### config.mk
export PLATFORM = sky130hd
export DESIGN_NAME = mips_run_ctrl
export DESIGN_NICKNAME = d
export VERILOG_FILES = /design/src/rtl/mips_run_ctrl.sv
export SDC_FILE = /design/constraint.sdc
export NUM_CORES = 1
export LEC_CHECK = 0
export CAP_MARGIN = 0
export CORE_AREA = 2 2 127 129
export CTS_CLUSTER_SIZE = 8
export DETAILED_ROUTE_END_ITERATION = 7
export DIE_AREA = 0 0 129 131
export PLACE_DENSITY_LB_ADDON = 0.12
export SYNTH_ARGS = -nofsm -noshare
export SYNTH_HDL_FRONTEND = slang
export SYNTH_SLANG_ARGS = --single-unit
### constraint.sdc
create_clock -name clk -period 2.7 [get_ports clk]
set_input_delay 0.675 -clock clk [delete_from_list [all_inputs] [get_ports clk]]
set_output_delay 0.675 -clock clk [all_outputs]
set_load 0.03 [all_outputs]
### src/rtl/mips_run_ctrl.sv
// mips_run_ctrl: bench-side run controller for the pipelined MIPS core.
// Holds the core in reset for RESET_CYCLES cycles, then counts run cycles and
// retired writebacks until the program halts (PC past END_PC, or PC stuck for
// HALT_REPEAT non-stall cycles) or the TIMEOUT cycle limit is reached.
// Optional feature macro: RUN_CTRL_TRACE_EN (prints a writeback trace and a
// final verdict line; the default build compiles no display statements).
module mips_run_ctrl #(
    parameter int unsigned     RESET_CYCLES = 2,
    parameter int unsigned     PC_W         = 32,
    parameter int unsigned     CNT_W        = 32,
    parameter logic [PC_W-1:0] END_PC       = PC_W'(32'h0000_7000),
    parameter int unsigned     HALT_REPEAT  = 4,
    parameter int unsigned     TIMEOUT      = 100000
) (
    input  logic             clk,
    input  logic             reset,
    output logic             cpu_reset,
    input  logic [PC_W-1:0]  pc_f,
    input  logic             stall,
    input  logic             wb_en,
    input  logic [31:0]      wb_pc,
    input  logic [4:0]       wb_addr,
    input  logic [31:0]      wb_data,
    output logic [1:0]       state,
    output logic [CNT_W-1:0] cycle_cnt,
    output logic [CNT_W-1:0] retire_cnt,
    output logic             halted,
    output logic             timed_out,
    output logic             done
);

    typedef enum logic [1:0] {
        ST_HOLD = 2'd0,
        ST_RUN  = 2'd1,
        ST_DONE = 2'd2
    } state_e;

    // Terminal counts, folded to register width once.
    localparam logic [31:0]      HOLD_LAST = 32'(RESET_CYCLES - 1);
    localparam logic [31:0]      SAME_LAST = 32'(HALT_REPEAT - 1);
    localparam logic [CNT_W-1:0] TO_LAST   = CNT_W'(TIMEOUT - 1);
    localparam bit               TO_EN     = (TIMEOUT != 0);

    state_e           state_q, state_d;
    logic [31:0]      hold_cnt_q, hold_cnt_d;
    logic [CNT_W-1:0] cycle_cnt_q, cycle_cnt_d;
    logic [CNT_W-1:0] retire_cnt_q, retire_cnt_d;
    logic [PC_W-1:0]  prev_pc_q, prev_pc_d;
    logic [31:0]      same_cnt_q, same_cnt_d;
    logic             halted_q, halted_d;
    logic             timed_out_q, timed_out_d;
    logic             cpu_reset_q, cpu_reset_d;
    logic             done_q, done_d;

    logic pc_same;
    logic halt_hit;
    logic to_hit;

    assign pc_same  = (pc_f == prev_pc_q);
    // A stall freezes the stuck-PC detector, so a stalled repeat never halts.
    assign halt_hit = (pc_f >= END_PC) ||
                      (!stall && pc_same && (same_cnt_q == SAME_LAST));
    assign to_hit   = TO_EN && (cycle_cnt_q == TO_LAST);

    // State and counter registers; reset returns everything to idle/HOLD.
    always_ff @(posedge clk) begin
        if (reset) begin
            state_q      <= ST_HOLD;
            hold_cnt_q   <= '0;
            cycle_cnt_q  <= '0;
            retire_cnt_q <= '0;
            prev_pc_q    <= '0;
            same_cnt_q   <= '0;
            halted_q     <= 1'b0;
            timed_out_q  <= 1'b0;
            cpu_reset_q  <= 1'b1;
            done_q       <= 1'b0;
        end else begin
            state_q      <= state_d;
            hold_cnt_q   <= hold_cnt_d;
            cycle_cnt_q  <= cycle_cnt_d;
            retire_cnt_q <= retire_cnt_d;
            prev_pc_q    <= prev_pc_d;
            same_cnt_q   <= same_cnt_d;
            halted_q     <= halted_d;
            timed_out_q  <= timed_out_d;
            cpu_reset_q  <= cpu_reset_d;
            done_q       <= done_d;
        end
    end

    // Next-state, counter updates and registered output values.
    always_comb begin
        state_d      = state_q;
        hold_cnt_d   = hold_cnt_q;
        cycle_cnt_d  = cycle_cnt_q;
        retire_cnt_d = retire_cnt_q;
        prev_pc_d    = prev_pc_q;
        same_cnt_d   = same_cnt_q;
        halted_d     = halted_q;
        timed_out_d  = timed_out_q;
        cpu_reset_d  = cpu_reset_q;
        done_d       = done_q;

        case (state_q)
            ST_HOLD: begin
                hold_cnt_d = hold_cnt_q + 32'd1;
                if (hold_cnt_q == HOLD_LAST) begin
                    state_d     = ST_RUN;
                    cpu_reset_d = 1'b0;
                end
            end
            ST_RUN: begin
                if (cycle_cnt_q != '1) begin
                    cycle_cnt_d = cycle_cnt_q + CNT_W'(1);
                end
                // Writes to $0 still retire an instruction.
                if (wb_en && (retire_cnt_q != '1)) begin
                    retire_cnt_d = retire_cnt_q + CNT_W'(1);
                end
                prev_pc_d = pc_f;
                if (!stall) begin
                    same_cnt_d = pc_same ? (same_cnt_q + 32'd1) : '0;
                end
                // Halt takes priority over a timeout on the same edge.
                if (halt_hit) begin
                    state_d  = ST_DONE;
                    halted_d = 1'b1;
                    done_d   = 1'b1;
                end else if (to_hit) begin
                    state_d     = ST_DONE;
                    timed_out_d = 1'b1;
                    done_d      = 1'b1;
                end
            end
            ST_DONE: begin
                // Everything frozen until reset; the core keeps running.
            end
            default: begin
                state_d = ST_HOLD;
            end
        endcase
    end

    assign state      = state_q;
    assign cpu_reset  = cpu_reset_q;
    assign cycle_cnt  = cycle_cnt_q;
    assign retire_cnt = retire_cnt_q;
    assign halted     = halted_q;
    assign timed_out  = timed_out_q;
    assign done       = done_q;

`ifdef RUN_CTRL_TRACE_EN
    // Writeback trace in the reference-simulator format, plus the final verdict.
    always_ff @(posedge clk) begin
        if (!reset && (state_q == ST_RUN)) begin
            if (wb_en && (wb_addr != 5'd0)) begin
                $display("%d@%h: $%d <= %h", $time, wb_pc, wb_addr, wb_data);
            end
            if (state_d == ST_DONE) begin
                $display("run_ctrl: cycles=%0d retired=%0d reason=%s",
                         cycle_cnt_d, retire_cnt_d, halted_d ? "halt" : "timeout");
            end
        end
    end
`else
    // Trace-only inputs are intentionally left unobserved in this build.
    logic unused_trace;
    assign unused_trace = ^{wb_pc, wb_addr, wb_data};
`endif

endmodule

[Word-level counts from Yosys, hierarchy flattened]
Index checks and enable logic that the tools add are counted.
Cells by class
  reductions and logical operators: 15
  equality and inequality tests: 10
  mux-type cells: 7
  bitwise operators: 3
  $add $sub $neg: 4
  magnitude comparators: 1
Operators by type and width (number)
  adder 32 x 1 -> 32 bit, second input constant: 4
  inequality test 32 bit, second input constant: 2
  == test 32 x 1 -> 1 bit, second input constant: 1
  == test 32 x 17 -> 1 bit, second input constant: 1
  == test 32 x 2 -> 1 bit, second input constant: 1
  == test 32 bit: 1
  greater-or-equal comparator 32 x 15 -> 1 bit, second input constant: 1
  2-to-1 mux 32 bit: 1
  AND reduction 2 bit: 6
  2-to-1 mux 2 bit: 3
  case mux 2 bit (3 select lines): 1
  AND reduction 3 bit: 2
  logical AND 1 bit: 3
  inequality test 3 bit, second input constant: 1
  NOT 1 bit: 3
  == test 2 x 1 -> 1 bit, second input constant: 1
  == test 2 bit, second input constant: 1
  zero test 2 bit: 1
  2-to-1 mux 1 bit: 2
  inequality test 2 bit, second input constant: 1
  nonzero test 2 bit: 1
  zero test 1 bit: 1
  logical OR 1 bit: 1
Storage, ports and cells
  bits in registers: 166
  bits of input ports: 105
  output and inout bits: 70
  logic and storage cells: 50

[Longest topological paths before layout]
Gate-level depths: netlist of the first run.
  depth after elaboration: 6
  gate-level depth with buffers: 8
  depth with buffers taken out: 7

[Least setup slack after synthesis of the first run]
Ideal clock, no wire load.
  path type: reg2reg
  start point: register retire_cnt_q[0], in the netlist retire_cnt[0]
  end point: register retire_cnt_q[20], in the netlist retire_cnt[20]
  buffers on the path: 1
  slack: 0.628 ns
  data required time: 2.572 ns
  cell stages (with the launch flop): 9
  arrival time: 1.944 ns
  cells stage by stage: dfxtp_1 ha_1 inv_1 nor4_4 a31oi_1 clkbuf_1 nand4_1 xor2_1 nor2_1
Between the ends
  cells in the longest elaborated chain, start to end: 3
RTL lines
  start, declared: line 47  | logic [CNT_W-1:0] retire_cnt_q, retire_cnt_d;
  start signal, assigned: line 82  | retire_cnt_q <= retire_cnt_d;
  parallel branches: the longest is 3 deep, another holds adder 32 x 1 -> 32 bit
Parallel ways; which one is timed is not known.
A chain may end at the register's enable or synchronous reset.

[Worst setup path in the final report of the first run]
  start point: register cycle_cnt_q[3], in the netlist cycle_cnt[3]
  end point: output port cycle_cnt[3]
RTL lines
  start, declared: line 46  | logic [CNT_W-1:0] cycle_cnt_q, cycle_cnt_d;
  start signal, assigned: line 81  | cycle_cnt_q <= cycle_cnt_d;
  end, declared: line 25  | output logic [CNT_W-1:0] cycle_cnt,
No word-level cell between the ends.

==> results of run 1 <==
-- cell usage after synthesis (3+ instances only) --
library cell    n  area, um2
a21oi_1        54      270.3
a31oi_1         3      18.77
and2_1          4      25.02
and3_1         15      93.84
and4_1         16      140.1
buf_2           4      20.02
clkbuf_1       26      97.59
dfxtp_1       166       3323
ha_1            5      62.56
inv_1          12      45.04
nand2_1       118      442.9
nand3_1        56      280.3
nand4_1        52      325.3
nor2_1        141      529.3
nor2b_1         3      18.77
nor3_1         16      80.08
nor4_1         23      143.9
nor4_2          3      37.54
o21ai_0        20      100.1
or3_1          21      131.4
or4_1           4      30.03
xnor2_1        65      569.3
xor2_1         71      621.9
-- cell type report --
| class | count | area share [%] |
|---|---|---|
| clock buffer | 18 | 4.433 |
| multi-input combinational | 722 | 44.08 |
| timing repair buffer | 126 | 12.59 |
| clock inverter | 14 | 1.318 |
| tap | 216 | 2.791 |
| inverter | 12 | 0.4652 |
| sequential | 166 | 34.32 |
-- kinds of logic (layout without fill, tap and decap cells) --
| logic type | after synthesis | in the layout |
|---|---|---|
| and+or+nand+nor | 490 | 490 |
| DFF | 166 | 166 |
| xor gates and xnor gates | 136 | 136 |
| AOI/OAI and AO/OA | 90 | 90 |
| buffers and inverters | 44 | 170 |
| adders and majority gates | 5 | 5 |
| muxes | 1 | 1 |
-- routing by layer --
| layer | share of wire [%] | GRT usage [%] | vias to the layer above |
|---|---|---|---|
| met5 | 0 | 0 | - |
| met4 | 1.2 | 5.499 | 0 |
| met3 | 4.9 | 6.393 | 11 |
| met2 | 45 | 34.55 | 107 |
| met1 | 49 | 28.28 | 3091 |
| li1 | - | - | 3471 |
-- metrics by stage --
stage | utilization (%) | instances
finish | 62.07 | 1274
detailed placement | 58.50 | 1242
global placement | 58.50 | 1242
global route | 62.07 | 1274
CTS | 62.07 | 1274
floorplan | - | 932
-- power by group through the flow --
| stage | sequential [W] | clock, W | combinational [W] |
|---|---|---|---|
| 6_report | 0.00268 | 0.00230 | 0.000764 |
| 5_1_grt | 0.00270 | 0.00246 | 0.000850 |
| 4_1_cts | 0.00268 | 0.00234 | 0.000776 |
| 3_5_place_dp | 0.00274 | 0 | 0.000772 |
| 3_3_place_gp | 0.00273 | 0 | 0.000766 |
| 2_1_floorplan | 0.00277 | 0 | 0.000449 |
-- state kept, by name (all words and copies together) (netlist names) --
name / cells
cycle_cnt: 32
state: 2
timed_out: 1
done: 1
hold_cnt_q: 32
retire_cnt: 32
prev_pc_q: 32
cpu_reset: 1
same_cnt_q: 32
halted: 1
-- worst min path at each step --
| stage | from | endpoint | cells past startpoint |
|---|---|---|---|
| after floorplan | prev_pc_q[0] | prev_pc_q[0] | 2 |
| after global placement | cpu_reset | cpu_reset | 2 |
| after detailed placement | cpu_reset | cpu_reset | 2 |
| after CTS | prev_pc_q[12] | prev_pc_q[12] | 2 |
| after global routing | prev_pc_q[1] | prev_pc_q[1] | 2 |
| final | cpu_reset | cpu_reset | 2 |
==> flow_metrics.py, run 1 <==
metrics = {
    "run_status": {
        "outcome": "complete, no violations",
    },
    "synthesis": {
        "synth-async-reset-ratio_pct": 0,
        "synth.lib_cells_used.distinct": 49,
        "synthMuxAreaShare_pct": 0.1292,
        "synth-compound-area-share_pct": 6.799,
        "post_synth.cell_area_avg_um2": 8.313,
        "mappedNetlistArea_um2": 7747,
        "ys_seq_elements": 166,
        "synthesis.nets": 1042,
        "flip_flop_cell_with_the_highest_count_after_synthesis": "dfxtp_1",
        "synth_fa_ha_area_share_pct": 0.8075,
        "synthCells": 932,
        "post_synth_xor_area_fraction_pct": 15.37,
        "warnings_from_yosys": 0,
        "synth-edff-count": 0,
        "synth_sequential_area_ratio_pct": 42.89,
        "simple_gate_area_share_of_the_yosys_netlist_pct": 31.80,
        "main_combinational_cell_family_by_area_after_synthesis": "simple AND/OR/NAND/NOR gates",
    },
    "grt": {
        "grt_pass1_vias": 6152,
        "first_pass_grt_wire_length_um": 29430,
        "grt_max_degree": 42,
        "gr-total-overflow": 0,
        "antenna_found_initial": 0,
        "track_usage_pct": 21.43,
    },
    "worst_setup_path": {
        "r2r_slack_ns": 0.51,
        "timing.reg2reg.worst_path_depth": 6,
        "cp.buffers_inverters": 1,
        "slowest_cell_on_crit_path": "clkdlybuf4s50_1",
        "crit_type": "reg -> out",
        "crit_path_end_kind": "primary output",
        "cp-startpoint": "cycle_cnt[3]",
        "worst_setup_path_endpoint": "cycle_cnt[3]",
        "crit_path_max_fanout": 8,
        "slowest_delay_ns": 0.73,
        "worstSetupPathDepth": 1,
        "setup.worst_path.start_class": "register",
        "worst_path_required_time_ns": 2.03,
        "r2r-start": "retire_cnt[0]",
        "rr_endpoint": "retire_cnt[30]",
        "critPathArrivalTime_ns": 1.66,
        "timing.critical_path.max_delay_family": "buffers and inverters",
        "timing.critical_path.cells": "clkdlybuf4s50_1",
    },
    "finish": {
        "final-seq-area_um2": 3323,
        "mostFrequentLayoutCell": "dfxtp_1",
        "final_nets": 1155,
        "multi_input_comb_area_um2": 4268,
        "n_antenna_cell": 0,
        "final_cell_area_um2": 9682,
        "mostFrequentLayoutCells": "dfxtp_1 (166), nor2_1 (141), nand2_1 (118), clkdlybuf4s50_1 (104), xor2_1 (71)",
        "drive_above_1_share_pct": 6.616,
        "fillerInstances": 1395,
        "syn2layout_area_growth_pct": 24.97,
    },
    "floorplan": {
        "boundaryPins": 175,
        "start_util_pct": 49.67,
        "placement_rows": 46,
        "die-height_um": 131,
        "die-area_um2": 16900,
        "core_um2": 15600,
        "fp.dieW_um": 129,
    },
    "drt": {
        "post_drt_via_cell_ratio": 5.243,
        "routed_wl_um": 17670,
        "drcViolationCount": 0,
        "mean_routed_wirelength_per_cell_um": 13.87,
        "residual_antenna_violating_net_count_after_detailed_routing": 0,
        "initialDrtViolationCount": 307,
        "dr.pass1.iters": 4,
        "vias": 6680,
    },
    "power_and_ir_drop": {
        "net-switching-power_w": 0.001571,
        "irDropWorstVdd_uv": 520.9,
        "power.share.combinational_pct": 13.3,
        "powerDensity_nw_per_um2": 593.6,
        "power.internal_w": 0.004175,
        "power.static_leakage_nw": 3.258,
        "share_seq_of_total_power_pct": 46.6,
        "clock_power_share_pct": 40.1,
        "report.power.total_w": 0.005747,
        "switching_share_pct": 27.34,
    },
    "clock_tree": {
        "cts_root_buf": "clkbuf_16",
        "cts_post_setup_buffers_inserted": 0,
        "post_cts_resized": 0,
        "cts_buffers": 17,
        "cts_hold_repair.buffers": 0,
        "tritoncts": "yes",
        "clock_tree.htree_level_count": 4,
        "ctsLongestPathBuffers": 2,
        "clk_pin_slew_ns": 0.07,
        "cts.sinks": 166,
        "insertion_delay_ns": 0.42,
    },
    "timing": {
        "max_freq_mhz": 428.7,
        "clock_skew_ns": 0.008460,
        "finalCritPeriodShare_pct": 86.40,
        "finalHoldViolCount": 0,
        "setup-tns-final_ns": 0,
        "finalWorstSetupSlack_ns": 0.3672,
        "timing.slew.headroom_pct": 60.45,
        "fin_crit_ns": 2.333,
        "pin_slew_with_the_least_headroom_to_its_limit_ns": 0.5884,
        "slew_viol_final": 0,
        "final-setup-viol-count": 0,
        "finalHoldWorstSlack_ns": 0.4656,
        "grt_setup_unrepaired": "no",
    },
    "hold_path": {
        "hold_class": "reg -> reg",
    },
    "placed_design": {
        "post_dp_hpwl_um": 12220,
        "place_congestion": 0.7987,
        "placedInstanceArea_um2": 9125,
        "dp_worst_setup_slack_ns": 0.04491,
        "placement.io_buffers": 105,
    },
    "flow_run": {
        "max_cap_viol_count": 0,
    },
}
(Power assumes the default switching activity.)
==> run 2: changes to the inputs <==
HOLD_SLACK_MARGIN = 0.1   (was unset)
PLACE_DENSITY_LB_ADDON = 0.05   (was 0.12)
==> flow_metrics.py, run 2 (synthesis results as in run 1) <==
metrics = {
    "run_status": {
        "outcome": "complete, no violations",
    },
    "power_and_ir_drop": {
        "power.share.combinational_pct": 13.2,
        "irDropWorstVdd_uv": 489.3,
        "power.internal_w": 0.004481,
        "switching_share_pct": 25.40,
        "power.static_leakage_nw": 3.299,
        "powerDensity_nw_per_um2": 616.6,
        "share_seq_of_total_power_pct": 44.6,
        "clock_power_share_pct": 42.2,
        "net-switching-power_w": 0.001525,
    },
    "grt": {
        "track_usage_pct": 22.16,
        "grt_max_degree": 41,
        "grt_pass1_vias": 6180,
        "gr-total-overflow": 0,
        "first_pass_grt_wire_length_um": 30010,
        "antenna_found_initial": 0,
    },
    "worst_setup_path": {
        "worst_path_required_time_ns": 2.03,
        "timing.critical_path.max_delay_family": "buffers and inverters",
        "crit_type": "reg -> out",
        "cp-startpoint": "cycle_cnt[29]",
        "slowest_delay_ns": 0.74,
        "crit_path_max_fanout": 9,
        "slowest_cell_on_crit_path": "clkdlybuf4s50_1",
        "r2r-start": "retire_cnt[1]",
        "critPathArrivalTime_ns": 1.67,
        "crit_path_end_kind": "primary output",
        "cp.buffers_inverters": 1,
        "timing.critical_path.cells": "clkdlybuf4s50_1",
        "setup.worst_path.start_class": "register",
    },
    "floorplan": {
        "die-height_um": 131,
        "placement_rows": 46,
        "boundaryPins": 175,
        "core_um2": 15600,
        "die-area_um2": 16900,
        "fp.dieW_um": 129,
        "start_util_pct": 49.67,
    },
    "hold_path": {
        "hold_class": "reg -> reg",
        "worst_hold_startpoint": "cpu_reset",
    },
    "placed_design": {
        "placement.io_buffers": 105,
        "post_dp_hpwl_um": 12590,
        "place_congestion": 0.7699,
    },
    "clock_tree": {
        "tritoncts": "yes",
        "cts_root_buf": "clkbuf_16",
        "clk_pin_slew_ns": 0.07,
        "clock_tree.htree_level_count": 4,
        "cts_buffers": 17,
        "cts_hold_repair.buffers": 0,
        "ctsLongestPathBuffers": 2,
        "post_cts_resized": 0,
        "cts_post_setup_buffers_inserted": 0,
        "cts.sinks": 166,
        "insertion_delay_ns": 0.43,
    },
    "finish": {
        "fillerInstances": 1386,
        "n_antenna_cell": 0,
        "mostFrequentLayoutCells": "dfxtp_1 (166), nor2_1 (141), nand2_1 (118), clkdlybuf4s50_1 (104), xor2_1 (71)",
        "mostFrequentLayoutCell": "dfxtp_1",
        "drive_above_1_share_pct": 6.327,
        "syn2layout_area_growth_pct": 25.73,
        "final_nets": 1156,
    },
    "drt": {
        "initialDrtViolationCount": 439,
        "drcViolationCount": 0,
        "vias": 6789,
        "routed_wl_um": 18170,
        "dr.pass1.iters": 4,
        "residual_antenna_violating_net_count_after_detailed_routing": 0,
        "mean_routed_wirelength_per_cell_um": 14.25,
        "post_drt_via_cell_ratio": 5.325,
    },
    "timing": {
        "fin_crit_ns": 2.349,
        "grt_setup_unrepaired": "no",
        "final-setup-viol-count": 0,
        "finalHoldViolCount": 0,
        "clock_skew_ns": 0.01379,
        "setup-tns-final_ns": 0,
        "finalHoldWorstSlack_ns": 0.4598,
        "pin_slew_with_the_least_headroom_to_its_limit_ns": 0.6413,
        "slew_viol_final": 0,
        "timing.slew.headroom_pct": 56.85,
        "max_freq_mhz": 425.7,
        "finalCritPeriodShare_pct": 87.00,
    },
    "flow_run": {
        "max_cap_viol_count": 0,
    },
}
## run 2: cell types whose count changed in the layout (fill, tap and decap cells not counted), sizes merged
cell / change
buf: +1
bufinv: +3
clkinvlp: -5
clkbuf: +5
inv: -3
## run 2: worst min-delay path, delay by kind of cell (launching register included)
| kind | cells | cell delay [ns] |
|---|---|---|
| buffers and inverters | 1 | 0.05 |
| flip-flops | 1 | 0.31 |
| AO/OA/AOI/OAI | 1 | 0.06 |
## run 2: through the flow
step / cell area [um2] / worst slack, ns / util (%) / total power (W) / cells
2_1_floorplan: 7747 / 0.6283 / - / 0.003218 / 932
4_1_cts: 9741 / 0.3425 / 62.45 / 0.006057 / 1275
6_report: 9741 / 0.3510 / 62.45 / 0.006006 / 1275
3_3_place_gp: 9133 / 0.08175 / 58.55 / 0.003514 / 1243
5_1_grt: 9741 / 0.2610 / 62.45 / 0.006258 / 1275
3_5_place_dp: 9133 / 0.09754 / 58.55 / 0.003525 / 1243
## run 2: metal layers
layer | global-route usage, % | up-vias | wire (um)
met5 | 0 | - | 0
met3 | 6.718 | 16 | 884
met1 | 28.49 | 3183 | 8614
met4 | 6.586 | 0 | 225
met2 | 36.17 | 114 | 8448
li1 | - | 3476 | -
## run 2: area by class of cell
type,instances,area [um2],area share [%]
Clock buffer,23,457.9,4.701
Clock inverter,9,150.1,1.541
Inverter,12,45.04,0.4624
Multi-Input combinational cell,722,4268,43.82
Sequential cell,166,3323,34.12
Tap cell,216,270.3,2.775
Timing Repair Buffer,127,1226,12.59
## run 2: worst paths after layout
check	end	slack [ns]	cells after the start
worst max-delay path	cycle_cnt[29]	0.35	1
worst min-delay path	cpu_reset	0.46	2
worst max register to register	retire_cnt[4]	0.51	8
worst min register to register	cpu_reset	0.46	2
## run 2: power by group through the flow
stage          Sequential, W  Combinational, W  Clock (W)
3_5_place_dp         0.00273          0.000793          0
4_1_cts              0.00268          0.000801    0.00258
5_1_grt              0.00269          0.000873    0.00269
2_1_floorplan        0.00277          0.000449          0
3_3_place_gp         0.00273          0.000784          0
6_report             0.00268          0.000794    0.00253
